--- src/rtl/gate_pipe.sv ---
// gate_pipe: two-stage WIDTH-bit bitwise logic unit with valid/ready on both sides.
// Define GATE_PIPE_PARITY_EN to add a registered out_par (XOR-reduce of out).
module gate_pipe #(
  parameter int WIDTH = 8,
  parameter int CNT_W = 16
) (
  input  logic             clk,
  input  logic             rst_n,
  input  logic             in_valid,
  output logic             in_ready,
  input  logic [WIDTH-1:0] a,
  input  logic [WIDTH-1:0] b,
  input  logic [2:0]       op,
  output logic             out_valid,
  input  logic             out_ready,
  output logic [WIDTH-1:0] out,
`ifdef GATE_PIPE_PARITY_EN
  output logic             out_par,
`endif
  output logic [CNT_W-1:0] done_cnt
);

  logic             s1_valid_q, s1_valid_d;
  logic [WIDTH-1:0] a_q, a_d;
  logic [WIDTH-1:0] b_q, b_d;
  logic [2:0]       op_q, op_d;
  logic             s2_valid_q, s2_valid_d;
  logic [WIDTH-1:0] out_q, out_d;
  logic [CNT_W-1:0] cnt_q, cnt_d;
  logic [WIDTH-1:0] res;
  logic             s1_load, s2_load;

  assign s2_load  = !s2_valid_q || out_ready;
  assign s1_load  = !s1_valid_q || s2_load;
  assign in_ready = s1_load;

  always_comb begin
    res = '0;
    unique case (op_q)
      3'b000: res = a_q & b_q;
      3'b001: res = a_q | b_q;
      3'b010: res = a_q ^ b_q;
      3'b011: res = ~(a_q & b_q);
      3'b100: res = ~(a_q | b_q);
      3'b101: res = ~(a_q ^ b_q);
      3'b110: res = ~a_q;
      3'b111: res = a_q;
      default: res = '0;
    endcase
  end

  always_comb begin
    s1_valid_d = s1_valid_q;
    a_d        = a_q;
    b_d        = b_q;
    op_d       = op_q;
    if (s1_load) begin
      s1_valid_d = in_valid;
      if (in_valid) begin
        a_d  = a;
        b_d  = b;
        op_d = op;
      end
    end
  end

  // out keeps its last value across bubbles
  always_comb begin
    s2_valid_d = s2_valid_q;
    out_d      = out_q;
    if (s2_load) begin
      s2_valid_d = s1_valid_q;
      if (s1_valid_q) out_d = res;
    end
  end

  always_comb begin
    cnt_d = cnt_q;
    if (s2_valid_q && out_ready && (cnt_q != {CNT_W{1'b1}}))
      cnt_d = cnt_q + CNT_W'(1);
  end

  always_ff @(posedge clk or negedge rst_n) begin
    if (!rst_n) begin
      s1_valid_q <= 1'b0;
      a_q        <= '0;
      b_q        <= '0;
      op_q       <= '0;
      s2_valid_q <= 1'b0;
      out_q      <= '0;
      cnt_q      <= '0;
    end else begin
      s1_valid_q <= s1_valid_d;
      a_q        <= a_d;
      b_q        <= b_d;
      op_q       <= op_d;
      s2_valid_q <= s2_valid_d;
      out_q      <= out_d;
      cnt_q      <= cnt_d;
    end
  end

`ifdef GATE_PIPE_PARITY_EN
  logic par_q, par_d;

  always_comb begin
    par_d = par_q;
    if (s2_load && s1_valid_q) par_d = ^res;
  end

  always_ff @(posedge clk or negedge rst_n) begin
    if (!rst_n) par_q <= 1'b0;
    else        par_q <= par_d;
  end

  assign out_par = par_q;
`endif

  assign out_valid = s2_valid_q;
  assign out       = out_q;
  assign done_cnt  = cnt_q;

endmodule
--- config.mk ---
export PLATFORM = sky130hd
export DESIGN_NAME = gate_pipe
export DESIGN_NICKNAME = d
export VERILOG_FILES = /design/src/rtl/gate_pipe.sv
export SDC_FILE = /design/constraint.sdc
export NUM_CORES = 1
export LEC_CHECK = 0
export ABC_AREA = 1
export CAP_MARGIN = 25
export CELL_PAD_IN_SITES_DETAIL_PLACEMENT = 1
export CELL_PAD_IN_SITES_GLOBAL_PLACEMENT = 1
export CORE_ASPECT_RATIO = 1.25
export CORE_MARGIN = 2
export CORE_UTILIZATION = 41
export DETAILED_ROUTE_END_ITERATION = 8
export PLACE_DENSITY_LB_ADDON = 0.1
export RECOVER_POWER = 100
export SETUP_SLACK_MARGIN = 0.5
export SYNTH_ARGS = -nofsm -noshare
export SYNTH_HDL_FRONTEND = slang
export SYNTH_SLANG_ARGS = --single-unit
--- constraint.sdc ---
create_clock -name clk -period 4.9 [get_ports clk]
set_clock_uncertainty 0.1 [all_clocks]
set_input_delay 1.47 -clock clk [delete_from_list [all_inputs] [get_ports clk]]
set_output_delay 1.47 -clock clk [all_outputs]
set_load 0.01 [all_outputs]
==> flow_metrics.tcl <==
set metrics [dict create \
    dieArea_um2 7940 \
    max-vdd-ir-drop_mv 0.171 \
    period_share 0.903 \
    slowest_stage "dlygate4sd3_1" \
    grt_usage 0.222 \
    fillers 911 \
    cpPeakStageDelay_ns 0.63 \
    yosysSeqAreaShare 0.379 \
    maxSlewViolCount 30 \
    pwr-share-clk 0.264 \
    clkSinkCount 45 \
    postCtsSetupBuffers 0 \
    fin_nets 513 \
    antenna_cells 0 \
    grt_max_degree 32 \
    yosysUniqueCellTypes 23 \
    min_path_type "flop to flop" \
    drc_errors 0 \
    p_switching_uw 465 \
    fin_tns_setup_ns 0 \
    cp_top_family "buffers and inverters" \
    hold_viol 0 \
    io_pins 49 \
    yosys_warnings 0 \
    cp_num_buf_inv 3 \
    syn-num-nets 468 \
    ant_nets 0 \
    dr_total_vias 2854 \
    max_freq_ghz 0.226 \
    syn_to_final_growth_pct 22.1 \
    setup_viol 0 \
    cellPowerDensity_nw_per_um2 359 \
    cts_buffers 5 \
    tightest_slew_ns 1.58 \
    cp_data_required_time_ns 3.33 \
    rows 34 \
    cp.depth 4 \
    cp_common_cell "dlygate4sd3_1" \
    postCtsResizedCells 0 \
    layout_commonest_cell "nand2_1" \
    power_frac_seq 0.398 \
    intPower_uw 835 \
    outcome "finished with violations" \
    synthesis.area_um2 2970 \
    die_h_um 99.1 \
    hpwl_um 5980 \
    grt_pass1_vias 3053 \
    cap_violations 1 \
    portBuffers 48 \
    holdBufCountCts 0 \
    grt_overflow_total 0 \
    h-tree-depth 2 \
    synth.avg_cell_area_um2 6.93 \
    final_layout_size_suffix_gt1_frac 0.0359 \
    startpoint_type "input pin" \
    layout_common_cells "145 x nand2_1, 59 x inv_1, 47 x nor2_1" \
    rsz0062_at_grt "false" \
    p_leak_nw 1.95 \
    tritoncts "built" \
    period_needed_ns 4.42 \
    cp_max_fo 3 \
    cts.reportedPaths.clkPinSlew_ns 0.09 \
    drt-initial-drc-count 77 \
    clk_latency_ns 0.31 \
    worstPathCellList "dlygate4sd3_1, inv_1, nand3_1, dlygate4sd3_1" \
    hold_depth 2 \
    final_core_util 0.520 \
    worst_ep_arrival_time_ns 2.85 \
    violations "capacitance limit, slew limit" \
    ys_seq_elements 45 \
    wl_per_cell_um 14.6 \
    die_w_um 80.1 \
    gp_congestion 0.803 \
    cp-end-kind "output port" \
    grt_pass1_wl_um 13800 \
    drt_wl_total_um 8220 \
    crit_type "input pin to output port" \
    initial_core_util 0.425 \
    grt_antenna_before_repair 0 \
    swShare 0.358 \
    fp.coreArea_um2 6980 \
    dr.pass1.iters 4 \
    max_slew_margin -0.0530 \
    cts_buffer_depth 2 \
    rr_worst_depth 9 \
    root_buffer "clkbuf_8" \
    combPwrFrac 0.338 \
    netlist_instances 428 \
    drt-vias-per-instance 5.06 \
]
==> cells in the mapped netlist <==
library cell,n,area (µm²)
xnor2_1,6,52.6
nor2_4,3,33.8
nand3b_1,8,60.1
ha_1,17,213
nand3_1,18,90.1
nor2_2,1,6.26
xor2_1,2,17.5
nand2_2,3,18.8
buf_6,1,11.3
nand2_1,145,544
nor3_2,1,10.0
clkbuf_1,2,7.51
buf_1,1,3.75
a21oi_2,1,8.76
nand4_1,12,75.1
o21ai_0,27,135
nand2_4,1,11.3
dfrtp_1,45,1130
nor2_1,47,176
inv_1,59,221
buf_4,2,15.0
a21oi_1,20,100
buf_2,6,30.0
==> flip-flops by register name (all words and copies together) (netlist names) <==
register and count:
done_cnt 16, a_q 8, b_q 8, out 8, op_q 3, out_valid 1, s1_valid_q 1
==> per-stage QoR <==
step	instance area [µm²]	hold WS (ns)	cells	setup WS (ns)	total power, mW
3_5_place_dp	3540	0.371	556	0.651	0.994
2_1_floorplan	2970	0.347	428	1.66	0.788
3_3_place_gp	3490	0.358	554	0.681	0.965
5_1_grt	3620	0.415	564	0.384	1.39
6_report	3620	0.380	564	0.475	1.30
4_1_cts	3670	0.394	564	0.649	1.34
==> cells by family after synthesis <==
kind of cell | Yosys count | share of synthesized area
XOR/XNOR | 8 | 0.0236
AO/OA/AOI/OAI | 48 | 0.0822
buffers and inverters | 71 | 0.0974
AND/OR/NAND/NOR | 239 | 0.346
adder cells (fa/ha/maj) | 17 | 0.0717
flip-flops | 45 | 0.379
==> path summary, 6_finish.rpt <==
| check | start | endpoint | slack, ns |
|---|---|---|---|
| hold reg to reg | out[2]$_DFFE_PN0P_ | out[2]$_DFFE_PN0P_ | 0.38 |
| setup reg to reg | op_q[2]$_DFFE_PN0P_ | out[4]$_DFFE_PN0P_ | 2.50 |
| min in group asynchronous | rst_n | out[7]$_DFFE_PN0P_ | 1.17 |
| setup / recovery | out_ready | in_ready | 0.48 |
| hold / removal | out[2]$_DFFE_PN0P_ | out[2]$_DFFE_PN0P_ | 0.38 |
| max in group asynchronous | rst_n | done_cnt[7]$_DFFE_PN0P_ | 1.56 |
==> worst reg2reg max path: stages, from the launching register on <==
cell and delay [ns]:
dfrtp_1 0.78, inv_1 0.41, nand3_1 0.46, nand2_1 0.12, nand2_1 0.09, inv_1 0.05, nor2_1 0.09, nand2_1 0.06
nand2_1 0.09, nand2_1 0.05
==> cell type report <==
cell class                      instances  area (µm²)  area share
Inverter                               59         221      0.0611
Sequential cell                        45        1130       0.311
Clock buffer                            5        68.8      0.0190
Clock inverter                          3        65.1      0.0179
Multi-Input combinational cell        312        1550       0.427
Timing Repair Buffer                   50         482       0.133
Tap cell                               90         113      0.0311
==> power by group through the flow <==
| stage | sequential, mW | clock [mW] | combinational (mW) |
|---|---|---|---|
| final | 0.518 | 0.343 | 0.439 |
| after global routing | 0.531 | 0.356 | 0.504 |
| after CTS | 0.521 | 0.349 | 0.471 |
| after detailed placement | 0.528 | 0 | 0.466 |
| after global placement | 0.525 | 0 | 0.441 |
| after floorplan | 0.525 | 0 | 0.263 |
==> routing by layer <==
metal	routed length, µm	GRT usage	vias to the layer above
li1	-	-	1417
met4	160	0.0717	0
met3	221	0.0309	13
met5	0	0	-
met1	3250	0.235	1374
met2	4590	0.437	50
No activity file was read; power rests on OpenSTA's default activity.
